$ cat config.mk
export PLATFORM = sky130hd
export DESIGN_NAME = gemm_accelerator_top
export DESIGN_NICKNAME = d
export VERILOG_FILES = /design/src/rtl/gemm_accelerator_top.sv
export SDC_FILE = /design/constraint.sdc
export NUM_CORES = 1
export LEC_CHECK = 0
export ABC_CLOCK_PERIOD_IN_PS = 20900
export CAP_MARGIN = 20
export CORE_MARGIN = 3
export CORE_UTILIZATION = 30
export CTS_BUF_LIST = sky130_fd_sc_hd__clkbuf_2 sky130_fd_sc_hd__clkbuf_4 sky130_fd_sc_hd__clkbuf_8
export DETAILED_ROUTE_END_ITERATION = 8
export SETUP_SLACK_MARGIN = 0.02
export SLEW_MARGIN = 20
export SYNTH_ARGS = -nofsm -noshare
export SYNTH_HDL_FRONTEND = slang
export SYNTH_SLANG_ARGS = --single-unit
export TNS_END_PERCENT = 5
$ cat constraint.sdc
create_clock -name clk_i -period 20.9 [get_ports clk_i]
set_clock_uncertainty 0.05 [all_clocks]
set_input_delay 2.09 -clock clk_i [delete_from_list [all_inputs] [get_ports clk_i]]
set_output_delay 2.09 -clock clk_i [all_outputs]
set_load 0.01 [all_outputs]
$ cat src/rtl/gemm_accelerator_top.sv
// gemm_accelerator_top
//   Single-MAC matrix multiplier: C[M][N] = A[M][K] x B[K][N], all matrices
//   row-major at base address 0 in their own word-addressed SRAMs.
//   Loop order is m (outer), n, k (inner); each C word is written once, in
//   increasing address order.
//
// Ports
//   clk_i, rst_ni                 clock, synchronous active-low reset
//   start_i                       start request (only looked at in IDLE)
//   M_size_i/K_size_i/N_size_i    unsigned dimensions, latched at start
//   sram_a_addr_o/sram_a_rdata_i  A read port, data one cycle after address
//   sram_b_addr_o/sram_b_rdata_i  B read port, data one cycle after address
//   sram_c_addr_o/sram_c_wdata_o  C write port, sram_c_we_o write strobe
//   done_o                        one-cycle completion pulse
module gemm_accelerator_top #(
    parameter int InDataWidth   = 8,
    parameter int OutDataWidth  = 32,
    parameter int AddrWidth     = 16,
    parameter int SizeAddrWidth = 8
) (
    input  logic                           clk_i,
    input  logic                           rst_ni,
    input  logic                           start_i,
    input  logic        [SizeAddrWidth-1:0] M_size_i,
    input  logic        [SizeAddrWidth-1:0] K_size_i,
    input  logic        [SizeAddrWidth-1:0] N_size_i,
    output logic        [AddrWidth-1:0]     sram_a_addr_o,
    output logic        [AddrWidth-1:0]     sram_b_addr_o,
    output logic        [AddrWidth-1:0]     sram_c_addr_o,
    input  logic signed [InDataWidth-1:0]   sram_a_rdata_i,
    input  logic signed [InDataWidth-1:0]   sram_b_rdata_i,
    output logic signed [OutDataWidth-1:0]  sram_c_wdata_o,
    output logic                           sram_c_we_o,
    output logic                           done_o
);

    localparam logic [1:0] ST_IDLE    = 2'd0;
    localparam logic [1:0] ST_COMPUTE = 2'd1;
    localparam logic [1:0] ST_WRITE   = 2'd2;
    localparam logic [1:0] ST_DONE    = 2'd3;

    logic [1:0]                     state;
    logic [SizeAddrWidth-1:0]       m_sz, k_sz, n_sz;
    logic [SizeAddrWidth-1:0]       m_cnt, n_cnt, k_cnt;
    logic [AddrWidth-1:0]           a_base;     // m_cnt*K, kept incrementally
    logic [AddrWidth-1:0]           a_addr, b_addr, c_addr;
    logic signed [OutDataWidth-1:0] acc;
    // vld_pipe[0]: the address on the A/B ports is a live k
    // vld_pipe[1]: the read data on the A/B ports belongs to a live k
    logic [1:0]                     vld_pipe;

    logic signed [2*InDataWidth-1:0] prod;
    logic signed [OutDataWidth-1:0]  prod_ext;
    logic                            last_n, last_m;
    logic [AddrWidth-1:0]            nxt_base;
    logic [SizeAddrWidth-1:0]        nxt_n;

    assign prod     = sram_a_rdata_i * sram_b_rdata_i;
    assign prod_ext = OutDataWidth'(prod);

    // Next (m,n) after the element being written in WRITE.
    assign last_n   = (n_cnt == n_sz - SizeAddrWidth'(1));
    assign last_m   = (m_cnt == m_sz - SizeAddrWidth'(1));
    assign nxt_n    = last_n ? '0 : n_cnt + SizeAddrWidth'(1);
    assign nxt_base = last_n ? a_base + AddrWidth'(k_sz) : a_base;

    always_ff @(posedge clk_i) begin
        if (!rst_ni) begin
            state    <= ST_IDLE;
            m_sz     <= '0;
            k_sz     <= '0;
            n_sz     <= '0;
            m_cnt    <= '0;
            n_cnt    <= '0;
            k_cnt    <= '0;
            a_base   <= '0;
            a_addr   <= '0;
            b_addr   <= '0;
            c_addr   <= '0;
            acc      <= '0;
            vld_pipe <= '0;
        end else begin
            case (state)
                ST_IDLE: begin
                    if (start_i) begin
                        m_sz     <= M_size_i;
                        k_sz     <= K_size_i;
                        n_sz     <= N_size_i;
                        m_cnt    <= '0;
                        n_cnt    <= '0;
                        k_cnt    <= '0;
                        a_base   <= '0;
                        a_addr   <= '0;
                        b_addr   <= '0;
                        c_addr   <= '0;
                        acc      <= '0;
                        vld_pipe <= '0;
                        if (M_size_i == '0 || N_size_i == '0) begin
                            state <= ST_DONE;
                        end else if (K_size_i == '0) begin
                            // Empty dot product: write the cleared accumulator.
                            state <= ST_WRITE;
                        end else begin
                            state    <= ST_COMPUTE;
                            vld_pipe <= 2'b01;
                        end
                    end
                end

                ST_COMPUTE: begin
                    vld_pipe[1] <= vld_pipe[0];
                    if (vld_pipe[0]) begin
                        if (k_cnt == k_sz - SizeAddrWidth'(1)) begin
                            vld_pipe[0] <= 1'b0;
                        end else begin
                            k_cnt  <= k_cnt + SizeAddrWidth'(1);
                            a_addr <= a_addr + AddrWidth'(1);
                            b_addr <= b_addr + AddrWidth'(n_sz);
                        end
                    end
                    if (vld_pipe[1]) begin
                        acc <= acc + prod_ext;
                    end
                    // Data for the last k is in flight with nothing issued behind it.
                    if (vld_pipe[1] && !vld_pipe[0]) begin
                        state <= ST_WRITE;
                    end
                end

                ST_WRITE: begin
                    acc    <= '0;
                    k_cnt  <= '0;
                    c_addr <= c_addr + AddrWidth'(1);
                    if (last_n && last_m) begin
                        state <= ST_DONE;
                    end else begin
                        n_cnt  <= nxt_n;
                        a_base <= nxt_base;
                        if (last_n) begin
                            m_cnt <= m_cnt + SizeAddrWidth'(1);
                        end
                        a_addr <= nxt_base;
                        b_addr <= AddrWidth'(nxt_n);
                        if (k_sz == '0) begin
                            state <= ST_WRITE;
                        end else begin
                            state    <= ST_COMPUTE;
                            vld_pipe <= 2'b01;
                        end
                    end
                end

                default: begin
                    state <= ST_IDLE;
                end
            endcase
        end
    end

    assign sram_a_addr_o  = a_addr;
    assign sram_b_addr_o  = b_addr;
    assign sram_c_addr_o  = c_addr;
    assign sram_c_wdata_o = acc;
    assign sram_c_we_o    = (state == ST_WRITE);
    assign done_o         = (state == ST_DONE);

endmodule

==> results of run 1 <==
==> cells in the final DEF, fill, tap and decap left out, types with 13 or more instances in the layout <==
master,count
sky130_fd_sc_hd__nor3_1,21
sky130_fd_sc_hd__inv_1,122
sky130_fd_sc_hd__ha_1,99
sky130_fd_sc_hd__xor2_1,50
sky130_fd_sc_hd__and2_1,38
sky130_fd_sc_hd__a22oi_1,21
sky130_fd_sc_hd__o21ai_0,60
sky130_fd_sc_hd__nor2_1,107
sky130_fd_sc_hd__dfxtp_1,148
sky130_fd_sc_hd__nand2b_1,13
sky130_fd_sc_hd__and3_1,34
sky130_fd_sc_hd__xnor2_1,58
sky130_fd_sc_hd__a21oi_1,102
sky130_fd_sc_hd__a211oi_1,13
sky130_fd_sc_hd__clkdlybuf4s50_1,124
sky130_fd_sc_hd__o21ai_1,20
sky130_fd_sc_hd__nand2_1,182
sky130_fd_sc_hd__fa_1,138
sky130_fd_sc_hd__clkbuf_8,19
sky130_fd_sc_hd__o2bb2ai_1,13
sky130_fd_sc_hd__nand3_1,28
==> worst register-to-register path, cell delays in order (launching register included) <==
cell                        delay, ns
sky130_fd_sc_hd__dfxtp_1         0.41
sky130_fd_sc_hd__inv_1           0.08
sky130_fd_sc_hd__fa_1            0.53
sky130_fd_sc_hd__inv_1           0.05
sky130_fd_sc_hd__fa_1            0.49
sky130_fd_sc_hd__inv_1           0.05
sky130_fd_sc_hd__fa_1            0.48
sky130_fd_sc_hd__inv_1           0.05
sky130_fd_sc_hd__fa_1            0.47
sky130_fd_sc_hd__ha_1            0.30
sky130_fd_sc_hd__ha_1            0.24
sky130_fd_sc_hd__a211oi_1        0.33
sky130_fd_sc_hd__o21ai_0         0.27
sky130_fd_sc_hd__a2111oi_0       0.68
sky130_fd_sc_hd__o31a_1          0.33
sky130_fd_sc_hd__o21ai_0         0.16
sky130_fd_sc_hd__a21oi_1         0.28
sky130_fd_sc_hd__o211ai_1        0.15
sky130_fd_sc_hd__and3_1          0.17
sky130_fd_sc_hd__o31ai_1         0.17
==> layer usage <==
layer / GRT usage (%) / vias to the layer above / routed length, um
met5: 0 / - / 0
met4: 3.46 / 0 / 435
met3: 3.77 / 27 / 1870
met2: 24.3 / 193 / 16100
met1: 20.6 / 5188 / 16100
li1: - / 5252 / -
==> report_power, final <==
group / leakage, nW / internal [W] / switching, W
Sequential: 1.20 / 0.000314 / 0.0000457
Clock: 0.229 / 0.000139 / 0.000127
Combinational: 4.91 / 0.000713 / 0.000970
Total: 6.33 / 0.00117 / 0.00114
==> layout make-up <==
class | count | area [sq um]
Fill cell | 4442 | 27000
Multi-Input combinational cell | 1164 | 9440
Sequential cell | 148 | 2960
Timing Repair Buffer | 136 | 1330
Tap cell | 577 | 722
Inverter | 125 | 469
Clock buffer | 19 | 262
Clock inverter | 12 | 193
==> cell families after synthesis <==
kind of cell               synth area share [%]
AOI/OAI and AO/OA                          14.9
and+or+nand+nor                            18.5
DFF                                        22.7
muxes                                      1.02
adders and majority gates                  30.7
buffers and inverters                      4.96
xor gates and xnor gates                   7.25
==> sequential cells by signal (all words and copies together), names as in the netlist <==
register,flops
vld_pipe,2
sram_c_wdata_o,32
n_cnt,8
sram_a_addr_o,16
m_sz,8
sram_b_addr_o,16
k_cnt,8
n_sz,8
k_sz,8
sram_c_addr_o,16
m_cnt,8
a_base,16
state,2
==> through the flow <==
step	setup WS, ns	power, W	instance area (sq um)	hold WS, ns
after global placement	12.04	0.00203	14900	0.411
after CTS	12.45	0.00234	15400	0.433
after detailed placement	11.92	0.00205	14900	0.420
after global routing	11.92	0.00257	15400	0.448
after floorplan	12.92	0.00164	13000	0.399
final	12.45	0.00231	15400	0.427
==> worst max-delay path by stage <==
stage | endpoint | depth (start not counted)
3_5_place_dp | sram_c_wdata_o[31] | 20
4_1_cts | sram_c_wdata_o[31] | 20
6_report | sram_c_wdata_o[31] | 20
5_1_grt | sram_c_wdata_o[28] | 20
3_3_place_gp | sram_c_wdata_o[30] | 20
2_1_floorplan | sram_c_wdata_o[31] | 20
==> reports/metrics.cfg, run 1 <==
[clocking]
numClockSinks = 148
htreeDepth = 4
worst_skew_pair.late_latency_ns = 0.49
resized_after_cts = 0
path_clk_slew_ns = 0.10
cts-buffers-inserted = 17
hold_buffers = 0
cts_tree = yes
cts.path.max_buffers = 2
postCtsSetupRepairBufs = 0
root_buffer = sky130_fd_sc_hd__clkbuf_8

[global_routing]
first_global_vias = 10600
pin_count_of_the_biggest_net_entering_global_routing = 79
grt_util_all_layers_pct = 15.1
wire_length_of_the_first_global_routing_pass_mm = 56.7
antenna_found_initial = 0
grt-ovfl-total = 0

[critical_path]
critical_path_type = input port to flip-flop
critical_path.slowest_cell = sky130_fd_sc_hd__inv_1
critPathTopFamily = adder cells
critical_path_required_ns = 21.27
critical_path.reg2reg.endpoint = sram_c_wdata_o[31]
critPathMostFrequentCell = sky130_fd_sc_hd__fa_1
timing.critical_path.slowest_cell_delay_ns = 0.68
endpoint_kind = flip-flop
regToRegSetupSlack_ns = 15.09
critPathArrivalTime_ns = 8.81
worstPathBufferInverterCount = 4
critical_path.cell_chain = clkdlybuf4s50_1, nand2_1, inv_1, fa_1, inv_1, fa_1, inv_1, fa_1, fa_1, ha_1, ha_1, a21oi_1, o21ai_0, a2111oi_0, o31a_1, o21ai_0, a21oi_1, o211ai_1, and3_1, o31ai_1
startpoint_type = input port
worst_setup_path_startpoint = sram_a_rdata_i[7]
cp_max_fo = 13
rr_startpoint = sram_c_wdata_o[6]
rr_worst_depth = 19

[sta]
rsz_0062_raised_after_global_routing = no
report.final.hold_viol_count = 0
finalSetupTns_ns = 0
clock.fmax_ghz = 0.118
period_share_pct = 40.4
final_setup_violating_endpoints = 0
worst-slew-pin-transition_ns = 1.06
final-max-slew-violation-count = 0
layout_min_cycle_time_ns = 8.45
slew_headroom_pct = 29.0

[drt]
dr.first_iter.drc_count = 571
dr_vias = 10700
number_of_drc_violations_after_detailed_routing = 0
first_pass_iters = 5
detail_route.vias_per_cell = 4.89
antenna_left = 0
drt-total-wl_mm = 34.5
wl_per_cell_um = 15.8

[logic_synthesis]
synth_area_sq_um = 13000
yosysTopAreaCellShare_pct = 22.7
syn-instance-count = 1480
synth_area_per_cell_sq_um = 8.82
yosys-top-cells-area = sky130_fd_sc_hd__dfxtp_1 23%, sky130_fd_sc_hd__fa_1 21%, sky130_fd_sc_hd__ha_1 9.5%
yosysWarningCount = 0
yosysUniqueCellTypes = 71
synth.cells.most_frequent = 182 x sky130_fd_sc_hd__nand2_1, 148 x sky130_fd_sc_hd__dfxtp_1, 138 x sky130_fd_sc_hd__fa_1, 122 x sky130_fd_sc_hd__inv_1, 107 x sky130_fd_sc_hd__nor2_1
share_of_synthesized_area_occupied_by_flip_flops_and_latches_pct = 22.7
synth-seq-cells = 148
synth_largest_area_cell = sky130_fd_sc_hd__dfxtp_1
synth_ff_type = sky130_fd_sc_hd__dfxtp_1
yosysMostFrequentCell = sky130_fd_sc_hd__nand2_1
asyncSetResetFlopFracSynth_pct = 0
syn-num-nets = 1760
synth_edf_count = 0

[worst_hold_path]
min_to = sram_c_wdata_o[3]
hold_sp = sram_c_wdata_o[3]
hold_class = flip-flop to flip-flop
worstHoldPathCells = 2

[run_status]
status = finished, final reports clean

[die]
num_rows = 75
design.die.area_sq_um = 46000
initial_standard_cell_utilization_of_the_core_pct = 30.8
die_w_um = 215
fp.dieH_um = 215
number_of_top_level_design_ports = 125
core-area_sq_um = 42400

[layout]
area_growth_pct = 17.9
layout.nets = 1872
final_design_utilization_pct = 36.3
antenna_cells = 0
finalNonFillerCells = 2181
layout-drive-gt1-share_pct = 4.11

[place]
placedCellCount = 2150
io_buf_count = 124
post-dp-hpwl_mm = 26.7
final_gp_congestion = 0.831

[flow_run]
max-cap-violations = 0

[pwr]
pwr_density_cell_nw_per_um2 = 150
cellLeakagePower_nw = 6.33
max-vdd-ir-drop_v = 0.000113

Note: power is estimated with default switching activity, not from simulation.
==> run 2: changes to the inputs <==
--- a/config.mk
+++ b/config.mk
@@ -5,7 +5,7 @@
 export SDC_FILE = /design/constraint.sdc
 export NUM_CORES = 1
 export LEC_CHECK = 0
-export ABC_CLOCK_PERIOD_IN_PS = 20900
+export ABC_CLOCK_PERIOD_IN_PS = 8600
 export CAP_MARGIN = 20
 export CORE_MARGIN = 3
 export CORE_UTILIZATION = 30
==> constraint.sdc (replaced) <==
create_clock -name clk_i -period 8.6 [get_ports clk_i]
set_clock_uncertainty 0.05 [all_clocks]
set_input_delay 0.86 -clock clk_i [delete_from_list [all_inputs] [get_ports clk_i]]
set_output_delay 0.86 -clock clk_i [all_outputs]
set_load 0.01 [all_outputs]
==> run 2 against run 1 <==
Cell area down 0.45%. Via count grew 0.82%. Largest power group unchanged. Highest routed layer unchanged. Worst setup slack got worse by 11 ns. Global-route usage shrank 0.099 points. Sequential cell count stayed put. Routed wire length shrank 1.2%.
==> reports/metrics.cfg, run 2 (same netlist as run 1, synthesis figures left out) <==
[drt]
wl_per_cell_um = 15.6
antenna_left = 0
dr_vias = 10700
drt-total-wl_mm = 34.1
dr.first_iter.drc_count = 538
detail_route.vias_per_cell = 4.93
number_of_drc_violations_after_detailed_routing = 0
first_pass_iters = 5

[die]
die_w_um = 215
fp.dieH_um = 215
core-area_sq_um = 42400
num_rows = 75
initial_standard_cell_utilization_of_the_core_pct = 30.8
number_of_top_level_design_ports = 125
design.die.area_sq_um = 46000

[critical_path]
critical_path_type = input port to flip-flop
critPathArrivalTime_ns = 7.25
cp_max_fo = 8
timing.critical_path.slowest_cell_delay_ns = 0.74
critical_path.cell_chain = clkdlybuf4s50_1, nand2_1, inv_1, fa_1, inv_1, fa_1, inv_1, fa_1, fa_1, ha_1, ha_1, and3_1, a31oi_1, o21ai_0, nor4b_1, a211oi_1, a211oi_1, a21oi_1, o22ai_1, o211ai_1
critPathTopFamily = adder cells
critPathMostFrequentCell = sky130_fd_sc_hd__fa_1
critical_path.slowest_cell = sky130_fd_sc_hd__fa_1
worstPathBufferInverterCount = 4
critical_path_required_ns = 8.89
endpoint_kind = flip-flop
startpoint_type = input port

[sta]
slew_headroom_pct = 37.4
clock.fmax_ghz = 0.144
report.final.hold_viol_count = 0
whs_ns = 0.429
final_worst_setup_slack_ns = 1.63
final-max-slew-violation-count = 0
worst-slew-pin-transition_ns = 0.932
final_setup_violating_endpoints = 0
finalSetupTns_ns = 0
layout_min_cycle_time_ns = 6.97
rsz_0062_raised_after_global_routing = no
period_share_pct = 81.0

[clocking]
worst_skew_pair.late_latency_ns = 0.48
cts-buffers-inserted = 17
numClockSinks = 148
cts.path.max_buffers = 2
postCtsSetupRepairBufs = 0
path_clk_slew_ns = 0.09
root_buffer = sky130_fd_sc_hd__clkbuf_8
htreeDepth = 4
hold_buffers = 0
resized_after_cts = 0
cts_tree = yes

[global_routing]
pin_count_of_the_biggest_net_entering_global_routing = 77
wire_length_of_the_first_global_routing_pass_mm = 56.1
grt-ovfl-total = 0
grt_util_all_layers_pct = 15.0
first_global_vias = 10600
antenna_found_initial = 0

[layout]
mostFrequentLayoutCells = 182 x sky130_fd_sc_hd__nand2_1, 148 x sky130_fd_sc_hd__dfxtp_1, 138 x sky130_fd_sc_hd__fa_1
layout.nets = 1872
area_growth_pct = 17.4
fillers = 4438
finalNonFillerCells = 2182
largest_reg_flops = 32
layout-drive-gt1-share_pct = 4.30
final_common_cell = sky130_fd_sc_hd__nand2_1
antenna_cells = 0

[pwr]
pwr_density_cell_nw_per_um2 = 359
switching_power_summed_over_all_nets_w = 0.00277
max-vdd-ir-drop_v = 0.000315
power.total_w = 0.00550
seq_power_share_pct = 15.8
swShare_pct = 50.3
power_frac_clock_pct = 9.9
internal_power_w = 0.00273
share_comb_of_total_power_pct = 74.3
cellLeakagePower_nw = 6.28

[worst_hold_path]
hold_class = flip-flop to flip-flop

[place]
final_gp_congestion = 0.854
placedCellCount = 2150
dpl_worst_slack_ns = 1.21
post-dp-hpwl_mm = 26.7
io_buf_count = 124

[flow_run]
max-cap-violations = 0

[run_status]
status = finished, final reports clean

[run 2: changes by cell type in the layout (fill, tap and decap cells not counted), sizes merged]
| cell | previous run | this run |
|---|---|---|
| clkbuf | 19 | 17 |
| bufinv | 4 | 1 |
| clkinvlp | 1 | 5 |
| clkinv | 2 | 4 |
[run 2: metal layers]
| layer | share of wire [%] | GRT usage [%] |
|---|---|---|
| met2 | 47 | 24.3 |
| met4 | 1.4 | 3.33 |
| met5 | 0 | 0 |
| met3 | 5.7 | 4.01 |
| met1 | 46 | 20.2 |
[run 2: worst paths after layout]
kind / start / end / slack [ns] / cells past startpoint
worst max-delay path: sram_a_rdata_i[7] / sram_c_wdata_o[30] / 1.63 / 20
worst min-delay path: sram_b_addr_o[5] / sram_b_addr_o[5] / 0.43 / 2
worst max register to register: sram_c_wdata_o[6] / sram_c_wdata_o[31] / 2.67 / 19
worst min register to register: sram_b_addr_o[5] / sram_b_addr_o[5] / 0.43 / 2
[run 2: area by class of cell]
class / instances / area, sq um / share of cell area [%]
multi-input cells: 1164 / 9450 / 61.7
flip-flops and latches: 148 / 2960 / 19.3
repair buffers: 136 / 1330 / 8.69
well taps: 577 / 722 / 4.71
inverters: 125 / 469 / 3.06
clock buffers: 17 / 234 / 1.53
clock inverters: 15 / 144 / 0.940
[run 2: stage by stage]
step	area (sq um)	util [%]
floorplan	13000	-
global placement	14900	35.2
detailed placement	14900	35.2
CTS	15300	36.1
global route	15300	36.1
finish	15300	36.1
[run 2: worst reg2reg max path, cell delays in order (launching register included)]
cell and delay [ns]:
sky130_fd_sc_hd__dfxtp_1 0.41, sky130_fd_sc_hd__inv_1 0.09, sky130_fd_sc_hd__fa_1 0.55, sky130_fd_sc_hd__inv_1 0.06, sky130_fd_sc_hd__fa_1 0.50, sky130_fd_sc_hd__inv_1 0.05, sky130_fd_sc_hd__fa_1 0.47, sky130_fd_sc_hd__inv_1 0.06
sky130_fd_sc_hd__fa_1 0.47, sky130_fd_sc_hd__ha_1 0.31, sky130_fd_sc_hd__ha_1 0.24, sky130_fd_sc_hd__a211oi_1 0.34, sky130_fd_sc_hd__o21ai_0 0.26, sky130_fd_sc_hd__a2111oi_0 0.77, sky130_fd_sc_hd__o31a_1 0.32, sky130_fd_sc_hd__o21ai_0 0.17
sky130_fd_sc_hd__a21oi_1 0.27, sky130_fd_sc_hd__o211ai_1 0.14, sky130_fd_sc_hd__and3_1 0.17, sky130_fd_sc_hd__o31ai_1 0.16
[run 2: power groups by stage]
stage,clock network [W],registers [W],logic (W)
after floorplan,0,0.000877,0.00311
after global placement,0,0.000890,0.00403
after detailed placement,0,0.000892,0.00408
after CTS,0.000569,0.000876,0.00411
after global routing,0.000596,0.000889,0.00465
final,0.000543,0.000871,0.00408
==> run 3: changes to the inputs <==
--- a/config.mk
+++ b/config.mk
@@ -5,7 +5,7 @@
 export SDC_FILE = /design/constraint.sdc
 export NUM_CORES = 1
 export LEC_CHECK = 0
-export ABC_CLOCK_PERIOD_IN_PS = 8600
+export ABC_CLOCK_PERIOD_IN_PS = 7100
 export CAP_MARGIN = 20
 export CORE_MARGIN = 3
 export CORE_UTILIZATION = 30
==> constraint.sdc (replaced) <==
create_clock -name clk_i -period 7.1 [get_ports clk_i]
set_clock_uncertainty 0.05 [all_clocks]
set_input_delay 0.71 -clock clk_i [delete_from_list [all_inputs] [get_ports clk_i]]
set_output_delay 0.71 -clock clk_i [all_outputs]
set_load 0.01 [all_outputs]
==> run 3 against run 2 <==
Sequential cell count unchanged. Combinational power increased by 22%. Clock power rose by 28%. Via count up 0.41%. First-iteration DRC count up 4.6%. Register-to-register slack got worse by 1.4 ns. Routed wire length grew 1.9%. Worst hold slack worse by 0.00085 ns. Largest cell class unchanged. Largest power group unchanged. Sequential share of layout area down 0.090 points. Global-route usage up 0.31 points. Total power grew 23%. Critical path depth increased by 1.
==> reports/metrics.cfg, run 3 (same netlist as run 1, synthesis figures left out) <==
[run_status]
status = finished, final reports clean

[global_routing]
antenna_found_initial = 0
wire_length_of_the_first_global_routing_pass_mm = 57.6
first_global_vias = 10900
grt-ovfl-total = 0
grt_util_all_layers_pct = 15.3
pin_count_of_the_biggest_net_entering_global_routing = 46

[clocking]
cts.path.max_buffers = 2
postCtsSetupRepairBufs = 0
hold_buffers = 0
resized_after_cts = 0
path_clk_slew_ns = 0.11
htreeDepth = 4
numClockSinks = 148
worst_skew_pair.late_latency_ns = 0.48
cts_tree = yes
cts-buffers-inserted = 17
root_buffer = sky130_fd_sc_hd__clkbuf_8

[layout]
area_growth_pct = 17.9
antenna_cells = 0
final_common_cell = sky130_fd_sc_hd__nand2_1
mostFrequentLayoutCells = 182 x sky130_fd_sc_hd__nand2_1, 148 x sky130_fd_sc_hd__dfxtp_1, 138 x sky130_fd_sc_hd__fa_1
largest_reg_flops = 32
stdcell_area_sq_um = 15400
layout.nets = 1880
fillers = 4389
layout-drive-gt1-share_pct = 4.65

[drt]
met2WireLength_mm = 16.4
wl_per_cell_um = 15.9
wl_met3_mm = 1.89
route.top_layer_used = met4
detail_route.vias_per_cell = 4.93
antenna_left = 0
wl_met1_mm = 16.1
number_of_drc_violations_after_detailed_routing = 0
drt-total-wl_mm = 34.7
first_pass_iters = 5
dr_vias = 10800
dr.first_iter.drc_count = 563

[place]
final_gp_congestion = 0.833
io_buf_count = 124
dpl_cell_area_sq_um = 15000
post-dp-hpwl_mm = 27.2

[sta]
slew_headroom_pct = 25.4
layout_min_cycle_time_ns = 6.60
final-max-slew-violation-count = 0
clock.fmax_ghz = 0.151
rsz_0062_raised_after_global_routing = no
period_share_pct = 93.0
report.final.hold_viol_count = 0
finalSetupTns_ns = 0
worst-slew-pin-transition_ns = 1.12
final_setup_violating_endpoints = 0

[critical_path]
critPathMostFrequentCell = sky130_fd_sc_hd__fa_1
startpoint_type = input port
critical_path_type = input port to flip-flop
timing.critical_path.slowest_cell_delay_ns = 0.60
critical_path_required_ns = 7.40
critPathArrivalTime_ns = 6.91
endpoint_kind = flip-flop
critical_path.cell_chain = clkdlybuf4s50_1, nand2_1, inv_1, fa_1, inv_1, fa_1, inv_1, buf_4, fa_1, fa_1, ha_1, ha_1, a21oi_1, nor2b_1, o21ai_0, nor4b_1, a211oi_1, a211oi_1, a21oi_1, o22ai_1, o211ai_1
cp_max_fo = 8
critical_path.slowest_cell = sky130_fd_sc_hd__clkdlybuf4s50_1

[pwr]
cellLeakagePower_nw = 6.34
power.total_w = 0.00674
max-vdd-ir-drop_v = 0.000351
pwr_density_cell_nw_per_um2 = 438

[flow_run]
max-cap-violations = 0

[worst_hold_path]
hold_class = flip-flop to flip-flop

[die]
die_w_um = 215
core-area_sq_um = 42400
initial_standard_cell_utilization_of_the_core_pct = 30.8
design.die.area_sq_um = 46000
fp.dieH_um = 215
number_of_top_level_design_ports = 125
num_rows = 75

-- run 3: worst paths after layout --
kind | from | endpoint | slack [ns] | cells after the start
hold / removal | m_sz[1] | m_sz[1] | 0.43 | 2
setup reg to reg | sram_c_wdata_o[6] | sram_c_wdata_o[31] | 1.31 | 20
hold reg to reg | m_sz[1] | m_sz[1] | 0.43 | 2
setup / recovery | sram_b_rdata_i[2] | sram_c_wdata_o[30] | 0.50 | 21
-- run 3: report_power, final --
group | switching [W] | leakage (nW) | total [W] | internal [W]
clock | 0.000387 | 0.195 | 0.000694 | 0.000307
combinational | 0.00286 | 4.95 | 0.00499 | 0.00213
sequential | 0.000135 | 1.20 | 0.00106 | 0.000924
-- run 3: layout make-up --
type	count	area, sq um	area share [%]
clock inverter	13	135	0.878
timing repair buffer	144	1390	9.04
inverter	125	469	3.05
tap	577	722	4.69
sequential	148	2960	19.3
clock buffer	19	262	1.70
multi-input combinational	1164	9440	61.4
-- run 3: per-layer routing --
layer | vias to the layer above | track usage [%]
li1 | 5283 | -
met1 | 5299 | 20.3
met2 | 191 | 25.3
met3 | 18 | 4.02
met4 | 0 | 3.28
met5 | - | 0
-- run 3: critical path, delay by kind of cell --
family          cells  cell delay (ns)
compound gates      7             1.28
fa+ha+maj           6             2.60
buf+inv             5             1.51
simple gates        3             0.81
-- run 3: per-stage QoR --
stage	cells	worst slack [ns]	hold WS (ns)	util, %
global route	2190	0.0670	0.446	36.3
floorplan	1480	0.496	0.399	-
CTS	2190	0.541	0.432	36.3
detailed placement	2158	0.0384	0.417	35.3
finish	2190	0.498	0.429	36.3
global placement	2158	0.142	0.413	35.3
